File: src/rtl/stopwatch_pkg.sv
// Shared types and constants for the stopwatch control path.
// Holds the FSM state encoding plus board and simulation timing constants.
package stopwatch_pkg;

    typedef enum logic [1:0] {
        ST_IDLE  = 2'd0,
        ST_RUN   = 2'd1,
        ST_PAUSE = 2'd2
    } state_t;

    // 100 MHz board: 10 ms debounce, 100 Hz centisecond tick
    localparam int DEBOUNCE_100MHZ = 1_000_000;
    localparam int TICK_100MHZ     = 1_000_000;

    // Reduced set for simulation
    localparam int DEBOUNCE_SIM = 4;
    localparam int TICK_SIM     = 10;

endpackage

File: src/rtl/sw_debounce.sv
// One slide switch: 2-flop synchronizer, stability counter, debounced level
// and a registered one-cycle pulse on each debounced rising edge.
// Ports: clk, rst_n (sync, active-low), raw (async switch), rise (event).
module sw_debounce
    import stopwatch_pkg::*;
#(
    parameter int DEBOUNCE_CYCLES = DEBOUNCE_100MHZ
) (
    input  logic clk,
    input  logic rst_n,
    input  logic raw,
    output logic rise
);

    localparam int CW = $clog2(DEBOUNCE_CYCLES + 1);
    localparam logic [CW-1:0] CNT_MAX = CW'(DEBOUNCE_CYCLES - 1);

    logic          sync1;
    logic          sync2;
    logic          level;
    logic          prev;
    logic [CW-1:0] cnt;

    always_ff @(posedge clk) begin
        if (!rst_n) begin
            sync1 <= 1'b0;
            sync2 <= 1'b0;
            level <= 1'b0;
            prev  <= 1'b0;
            cnt   <= '0;
            rise  <= 1'b0;
        end else begin
            sync1 <= raw;
            sync2 <= sync1;
            // Any sample matching the current level restarts the count
            if (sync2 == level) begin
                cnt <= '0;
            end else if (cnt == CNT_MAX) begin
                level <= sync2;
                cnt   <= '0;
            end else begin
                cnt <= cnt + CW'(1);
            end
            prev <= level;
            rise <= level & ~prev;
        end
    end

endmodule

File: src/rtl/stopwatch_ctrl.sv
// Stopwatch control sequencer: debounced switch events, IDLE/RUN/PAUSE FSM,
// gated centisecond prescaler, clear and lap-capture strobes.
// Ports: CLK100MHZ, CPU_RESETN (sync, active-low), sw_start/sw_clear/sw_lap
// (raw switches); tick, clear, running, lap_load, lap_hold, state (registered).
module stopwatch_ctrl
    import stopwatch_pkg::*;
#(
    parameter int DEBOUNCE_CYCLES = DEBOUNCE_100MHZ,
    parameter int TICK_CYCLES     = TICK_100MHZ
) (
    input  logic       CLK100MHZ,
    input  logic       CPU_RESETN,
    input  logic       sw_start,
    input  logic       sw_clear,
    input  logic       sw_lap,
    output logic       tick,
    output logic       clear,
    output logic       running,
    output logic       lap_load,
    output logic       lap_hold,
    output logic [1:0] state
);

    localparam int PW = (TICK_CYCLES > 1) ? $clog2(TICK_CYCLES) : 1;
    localparam logic [PW-1:0] PRE_MAX = PW'(TICK_CYCLES - 1);

    logic ev_start;
    logic ev_clear;
    logic ev_lap;

    sw_debounce #(.DEBOUNCE_CYCLES(DEBOUNCE_CYCLES)) u_db_start (
        .clk   (CLK100MHZ),
        .rst_n (CPU_RESETN),
        .raw   (sw_start),
        .rise  (ev_start)
    );

    sw_debounce #(.DEBOUNCE_CYCLES(DEBOUNCE_CYCLES)) u_db_clear (
        .clk   (CLK100MHZ),
        .rst_n (CPU_RESETN),
        .raw   (sw_clear),
        .rise  (ev_clear)
    );

    sw_debounce #(.DEBOUNCE_CYCLES(DEBOUNCE_CYCLES)) u_db_lap (
        .clk   (CLK100MHZ),
        .rst_n (CPU_RESETN),
        .raw   (sw_lap),
        .rise  (ev_lap)
    );

    state_t        cur;
    state_t        nxt;
    logic [PW-1:0] pre;
    logic [PW-1:0] pre_n;
    logic          tick_n;
    logic          clear_n;
    logic          load_n;
    logic          hold_n;

    always_ff @(posedge CLK100MHZ) begin
        if (!CPU_RESETN) begin
            cur      <= ST_IDLE;
            pre      <= '0;
            tick     <= 1'b0;
            clear    <= 1'b0;
            running  <= 1'b0;
            lap_load <= 1'b0;
            lap_hold <= 1'b0;
        end else begin
            cur      <= nxt;
            pre      <= pre_n;
            tick     <= tick_n;
            clear    <= clear_n;
            running  <= (nxt == ST_RUN);
            lap_load <= load_n;
            lap_hold <= hold_n;
        end
    end

    always_comb begin
        nxt     = cur;
        pre_n   = pre;
        tick_n  = 1'b0;
        clear_n = 1'b0;
        load_n  = 1'b0;
        hold_n  = lap_hold;
        case (cur)
            ST_IDLE: begin
                pre_n  = '0;
                hold_n = 1'b0;
                if (ev_clear) begin
                    clear_n = 1'b1;
                end else if (ev_start) begin
                    nxt = ST_RUN;
                end
            end
            ST_RUN: begin
                if (ev_clear) begin
                    nxt     = ST_IDLE;
                    clear_n = 1'b1;
                    pre_n   = '0;
                    hold_n  = 1'b0;
                end else begin
                    if (ev_lap) begin
                        load_n = ~lap_hold;
                        hold_n = ~lap_hold;
                    end
                    // Leaving RUN freezes the fraction so resume is exact
                    if (ev_start) begin
                        nxt = ST_PAUSE;
                    end else if (pre == PRE_MAX) begin
                        tick_n = 1'b1;
                        pre_n  = '0;
                    end else begin
                        pre_n = pre + PW'(1);
                    end
                end
            end
            ST_PAUSE: begin
                if (ev_clear) begin
                    nxt     = ST_IDLE;
                    clear_n = 1'b1;
                    pre_n   = '0;
                    hold_n  = 1'b0;
                end else begin
                    if (ev_lap) begin
                        hold_n = 1'b0;
                    end
                    if (ev_start) begin
                        nxt = ST_RUN;
                    end
                end
            end
            default: begin
                nxt     = ST_IDLE;
                clear_n = 1'b1;
                pre_n   = '0;
                hold_n  = 1'b0;
            end
        endcase
    end

    assign state = cur;

endmodule
File: config.mk
export PLATFORM = sky130hd
export DESIGN_NAME = stopwatch_ctrl
export DESIGN_NICKNAME = d
export VERILOG_FILES = /design/src/rtl/stopwatch_pkg.sv /design/src/rtl/sw_debounce.sv /design/src/rtl/stopwatch_ctrl.sv
export SDC_FILE = /design/constraint.sdc
export NUM_CORES = 1
export LEC_CHECK = 0
export CORE_ASPECT_RATIO = 1.75
export CORE_MARGIN = 4
export CORE_UTILIZATION = 60
export DETAILED_ROUTE_END_ITERATION = 10
export GPL_TIMING_DRIVEN = 0
export PLACE_DENSITY = 0.8
export SLEW_MARGIN = 20
export SYNTH_ARGS = -nofsm -noshare
export SYNTH_HDL_FRONTEND = slang
export SYNTH_SLANG_ARGS = --single-unit
File: constraint.sdc
create_clock -name CLK100MHZ -period 1.8 [get_ports CLK100MHZ]
set_input_delay 0.36 -clock CLK100MHZ [delete_from_list [all_inputs] [get_ports CLK100MHZ]]
set_output_delay 0.36 -clock CLK100MHZ [all_outputs]
set_load 0.03 [all_outputs]
Word level (Yosys, flattened, before mapping)
Cells that the tools add are included.
Operators by class
  add/subtract/negate cells: 4
  eq/ne operators: 14
  multiplexer cells: 19
  bitwise operators: 13
  reductions and logical operators: 12
Operators with widths (number)
  adder 20 x 1 -> 20 bit, second input constant: 4
  == test 20 bit, second input constant: 4
  two-way mux 20 bit: 4
  one-hot mux 20 bit (2 select lines): 1
  OR reduction 3 bit: 4
  two-way mux 2 bit: 5
  inverter 1 bit: 10
  AND reduction 2 bit: 5
  OR reduction 4 bit: 2
  two-way mux 1 bit: 7
  != test 3 x 1 -> 1 bit, second input constant: 2
  one-hot mux 2 bit (3 select lines): 1
  == test 2 x 1 -> 1 bit, second input constant: 2
  bitwise AND 1 bit: 3
  == test 1 bit: 3
  != test 3 x 2 -> 1 bit, second input constant: 1
  == test 2 bit, second input constant: 1
  logical NOT 2 bit: 1
  != test 2 x 1 -> 1 bit, second input constant: 1
  one-hot mux 1 bit (2 select lines): 1
Word-level totals
  register bits: 102
  input bits: 5
  output and inout port bits: 7
  word-level logic and storage cells: 87

Longest topological paths before layout
  depth after elaboration: 5
  depth in mapped cells: 7
  mapped depth without buffers: 6

Hierarchy
From an unflattened synthesis, not the netlist that was laid out.
Second synthesis, totals
  cell total of the unflattened synthesis: 508
  area total of the unflattened synthesis: 4618.2 sq um
Modules (own cells, without submodules)
  sw_debounce (u_db_clear ...): instances 2, cells each 116, area each 1081.0 sq um, sequential area each 500.5 sq um
  stopwatch_ctrl: instances 1, cells each 156, area each 1363.8 sq um, sequential area each 540.5 sq um
  sw_debounce (u_db_start): instances 1, cells each 120, area each 1092.3 sq um, sequential area each 500.5 sq um

Worst setup path before layout
Ideal clock, no wire load.
  kind: reg2reg
  start: register u_db_start.cnt[0]
  end: register u_db_start.cnt[12]
  library setup time: 132 ps
  arrival: 1516 ps
  data required time: 1668 ps
  path slack: 152 ps
  stages on the path, launching flop included: 8
  buffers on the path: 1
  clock period less this slack: 1648 ps
  cells stage by stage: dfxtp_1 ha_1 nand4_1 or2_1 nor3_1 nand3b_1 buf_2 nor3_1
On the way
  longest elaborated chain between the ends: 2
  elaborated cells between the ends (all ways): 3
  those cells by class: add/sub (1); eq/ne (1); reduce/logical (1)
Ends and longest elaborated chain
  start: declaration: RTL line sw_debounce.sv:22  | logic [CW-1:0] cnt;
  start signal: assignment: RTL line sw_debounce.sv:42  | cnt <= cnt + CW'(1);
  parallel branches: the longest is 2 deep, another holds adder 20 x 1 -> 20 bit
Several ways; the timed one is not identified.
A chain may end at the register's enable or synchronous reset.

Worst setup path in the final report
  start: register pre[15]
  end: register pre[18]
On the way
  longest elaborated chain between the ends: 5
  elaborated cells between the ends (all ways): 6
  those cells by class: add/sub (1); eq/ne (1); mux (4)
Ends and longest elaborated chain
  start: declaration: RTL line stopwatch_ctrl.sv:54  | logic [PW-1:0] pre;
  start signal: assignment: RTL line stopwatch_ctrl.sv:72  | pre <= pre_n;
  adder 20 x 1 -> 20 bit or == test 20 bit (tied branches): RTL line stopwatch_ctrl.sv:116, stopwatch_ctrl.sv:112
  two-way mux 20 bit *: RTL line stopwatch_ctrl.sv:112  | end else if (pre == PRE_MAX) begin
  two-way mux 20 bit *: RTL line stopwatch_ctrl.sv:110  | if (ev_start) begin
  two-way mux 20 bit *: RTL line stopwatch_ctrl.sv:99  | if (ev_clear) begin
  one-hot mux 20 bit (2 select lines) *: RTL line stopwatch_ctrl.sv:88  | case (cur)
Mark *: on every way between the ends. The rest lies on a longest branch, timed or not. The select of a mux whose other input is x is not followed.

==> impl_metrics.ini <==
[sta]
hold_viol_final = 0
setup_slack_ps = 60.31
whs_ps = 381.9
finalMaxSlewViolations = 0
tightest_slew_ps = 491.9
relSlewSlack_pct = 67.20
min_period_over_period_pct = 96.65
period_needed_ps = 1740
fin_worst_skew_ps = 4.523
fmax_mhz = 574.8
setup_viol = 0

[cells_and_area]
utilization_pct = 71.36
syn2layout_area_growth_pct = 15.80
antenna_cells = 0
final_layout_size_suffix_gt1_share_pct = 13.24
final_common_cell = dfxtp_1
most-common-layout-cells = dfxtp_1, nor2_1, xor2_1, nand3_1, nand2_1
stdcell_area_um2 = 5125
fin_nets = 526
final-instance-count-excl-fill = 607

[detailed_routing]
first_iter_violations = 154
firstDrtPassIters = 4
wirelength_mm = 8.440
vias = 3419
post_drt_wl_per_cell_um = 13.90
drc = 0
ant_nets = 0
vias_per_cell = 5.633

[clocking]
cts_buffer_depth = 2
cts_hold_buf = 0
root_buffer = clkbuf_16
htree_levels = 3
clock_sinks = 102
clk_pin_slew_worst_paths_ps = 60
cts_buffers = 9
insertion_delay_ps = 340
tritoncts = yes

[global_route]
grt_first_pass_wirelength_mm = 13.93
antenna_found_initial = 0
grt_max_degree = 15
grt_pass1_vias = 3295
grt-ovfl-total = 0
track_usage_pct = 19.76

[setup_path]
r2r-start = pre[15]$_SDFFE_PN0P_
arrival_ps = 1970
required_ps = 2030
worstSetupStartpoint = pre[15]$_SDFFE_PN0P_
end_kind = register
critPathMaxFanout = 10
worstSetupPathType = register to register
critPathLaunchType = register

[logic_synthesis]
synth_fa_ha_area_share_pct = 1.131
syn-mean-instance-area_um2 = 9.032
syn_nets = 499
ys_seq_area_share_pct = 46.14
synth-seq-cells = 102
synth_compound_area_share_pct = 3.591
synth_edf_count = 0
synth_top_family_by_area = simple AND/OR/NAND/NOR gates
syn_area_um2 = 4425
synthArstFlopShare_pct = 0
synthXorXnorAreaFrac_pct = 13.46
synth-main-ff-cell = dfxtp_1
synthCells = 490
synth.distinct_cells = 45
yosys_warnings = 0
synth.area.mux_share_pct = 1.159
synth_simple_gate_area_share_pct = 31.92

[min_path]
min-delay-start = u_db_start.prev$_SDFF_PN0_
min_path_type = register to register

[floorplan]
start_util_pct = 61.62
fp.dieH_um = 121.6
core_um2 = 7182
dieWidth_um = 72.92
die_area_um2 = 8868
rows = 41
io_pins = 12

[placement]
preCtsSetupSlack_ps = -328.0
dp_hpwl_mm = 5.672
dp.cells = 587
place.gp.congestion = 0.8096
postPlaceCellArea_um2 = 4643
port_buffers = 11

[outcome]
status = finished clean

[job]
max_cap_violations = 0

[pwr]
ir_drop_mv = 0.5295
powerDensity_nw_per_um2 = 813.1
p_leak_uw = 0.001758
-- Yosys cell counts (all sizes together) (5+ instances only) --
| library cell | instances | area, um^2 |
|---|---|---|
| a21oi | 5 | 36.29 |
| and2 | 9 | 56.30 |
| and3 | 14 | 87.58 |
| and4 | 6 | 52.55 |
| buf | 9 | 58.80 |
| clkbuf | 5 | 18.77 |
| dfxtp | 102 | 2042 |
| inv | 10 | 37.54 |
| nand2 | 26 | 97.59 |
| nand2b | 6 | 37.54 |
| nand3 | 41 | 217.7 |
| nand4 | 21 | 131.4 |
| nor2 | 91 | 374.1 |
| nor2b | 11 | 68.82 |
| nor3 | 13 | 70.07 |
| nor4 | 10 | 93.84 |
| or2 | 6 | 37.54 |
| xnor2 | 19 | 166.4 |
| xor2 | 49 | 429.2 |
-- routing by layer --
layer	vias up	GRT usage (%)	wire length [um]
met5	-	0	0
met3	14	4.624	209
met1	1632	21.21	3388
li1	1726	-	-
met2	47	35.80	4670
met4	0	8.661	172
-- sequential cells by signal (all words and copies together), names as in the netlist, 2 cells and up --
| name | cells |
|---|---|
| pre | 20 |
| state | 2 |
| u_db_clear.cnt | 20 |
| u_db_lap.cnt | 20 |
| u_db_start.cnt | 20 |
-- worst max-delay path, cell delays in order (launching register included) --
cell     delay, ps
dfxtp_1        340
or4b_4         580
nor2_4         150
nand3_4        120
a21oi_4        220
buf_8          170
nor2_2          50
-- stage by stage --
step	setup TNS [ps]	power (uW)
after global routing	-68.25	4309
after floorplan	0	2348
after detailed placement	-6552	2367
after CTS	0	4203
final	0	4167
after global placement	-5352	2366
-- worst paths after layout --
kind         slack (ps)                         end  cells past startpoint
max                  60        pre[18]$_SDFFE_PN0P_                      6
min reg2reg         380  u_db_start.rise$_SDFF_PN0_                      1
max reg2reg          60        pre[18]$_SDFFE_PN0P_                      6
min                 380  u_db_start.rise$_SDFF_PN0_                      1
-- what timing repair did --
action,4_1_cts,5_1_grt
endpoints found under the setup margin,53,56
pin swaps,2,7
buffers inserted,0,6
cloned,0,0
resized for setup,11,24
-- cell families after synthesis --
logic type                 Yosys count
AOI/OAI and AO/OA                   23
adders and majority gates            4
xor gates and xnor gates            68
muxes                                5
buffers and inverters               24
DFF                                102
and+or+nand+nor                    264
-- area by class of cell --
class | instances | area (um^2)
Inverter | 10 | 37.54
Tap cell | 86 | 107.6
Buffer | 13 | 87.58
Clock buffer | 15 | 287.8
Sequential cell | 102 | 2046
Timing Repair Buffer | 17 | 155.1
Fill cell | 564 | 2057
Multi-Input combinational cell | 364 | 2404
-- report_power, final --
group	total, uW	switching, uW	internal, uW
Combinational	47.4	25.6	21.8
Sequential	2270	5.54	2270
Clock	1850	767	1080
Total	4170	798	3370
Note: power is estimated with default switching activity, not from simulation.
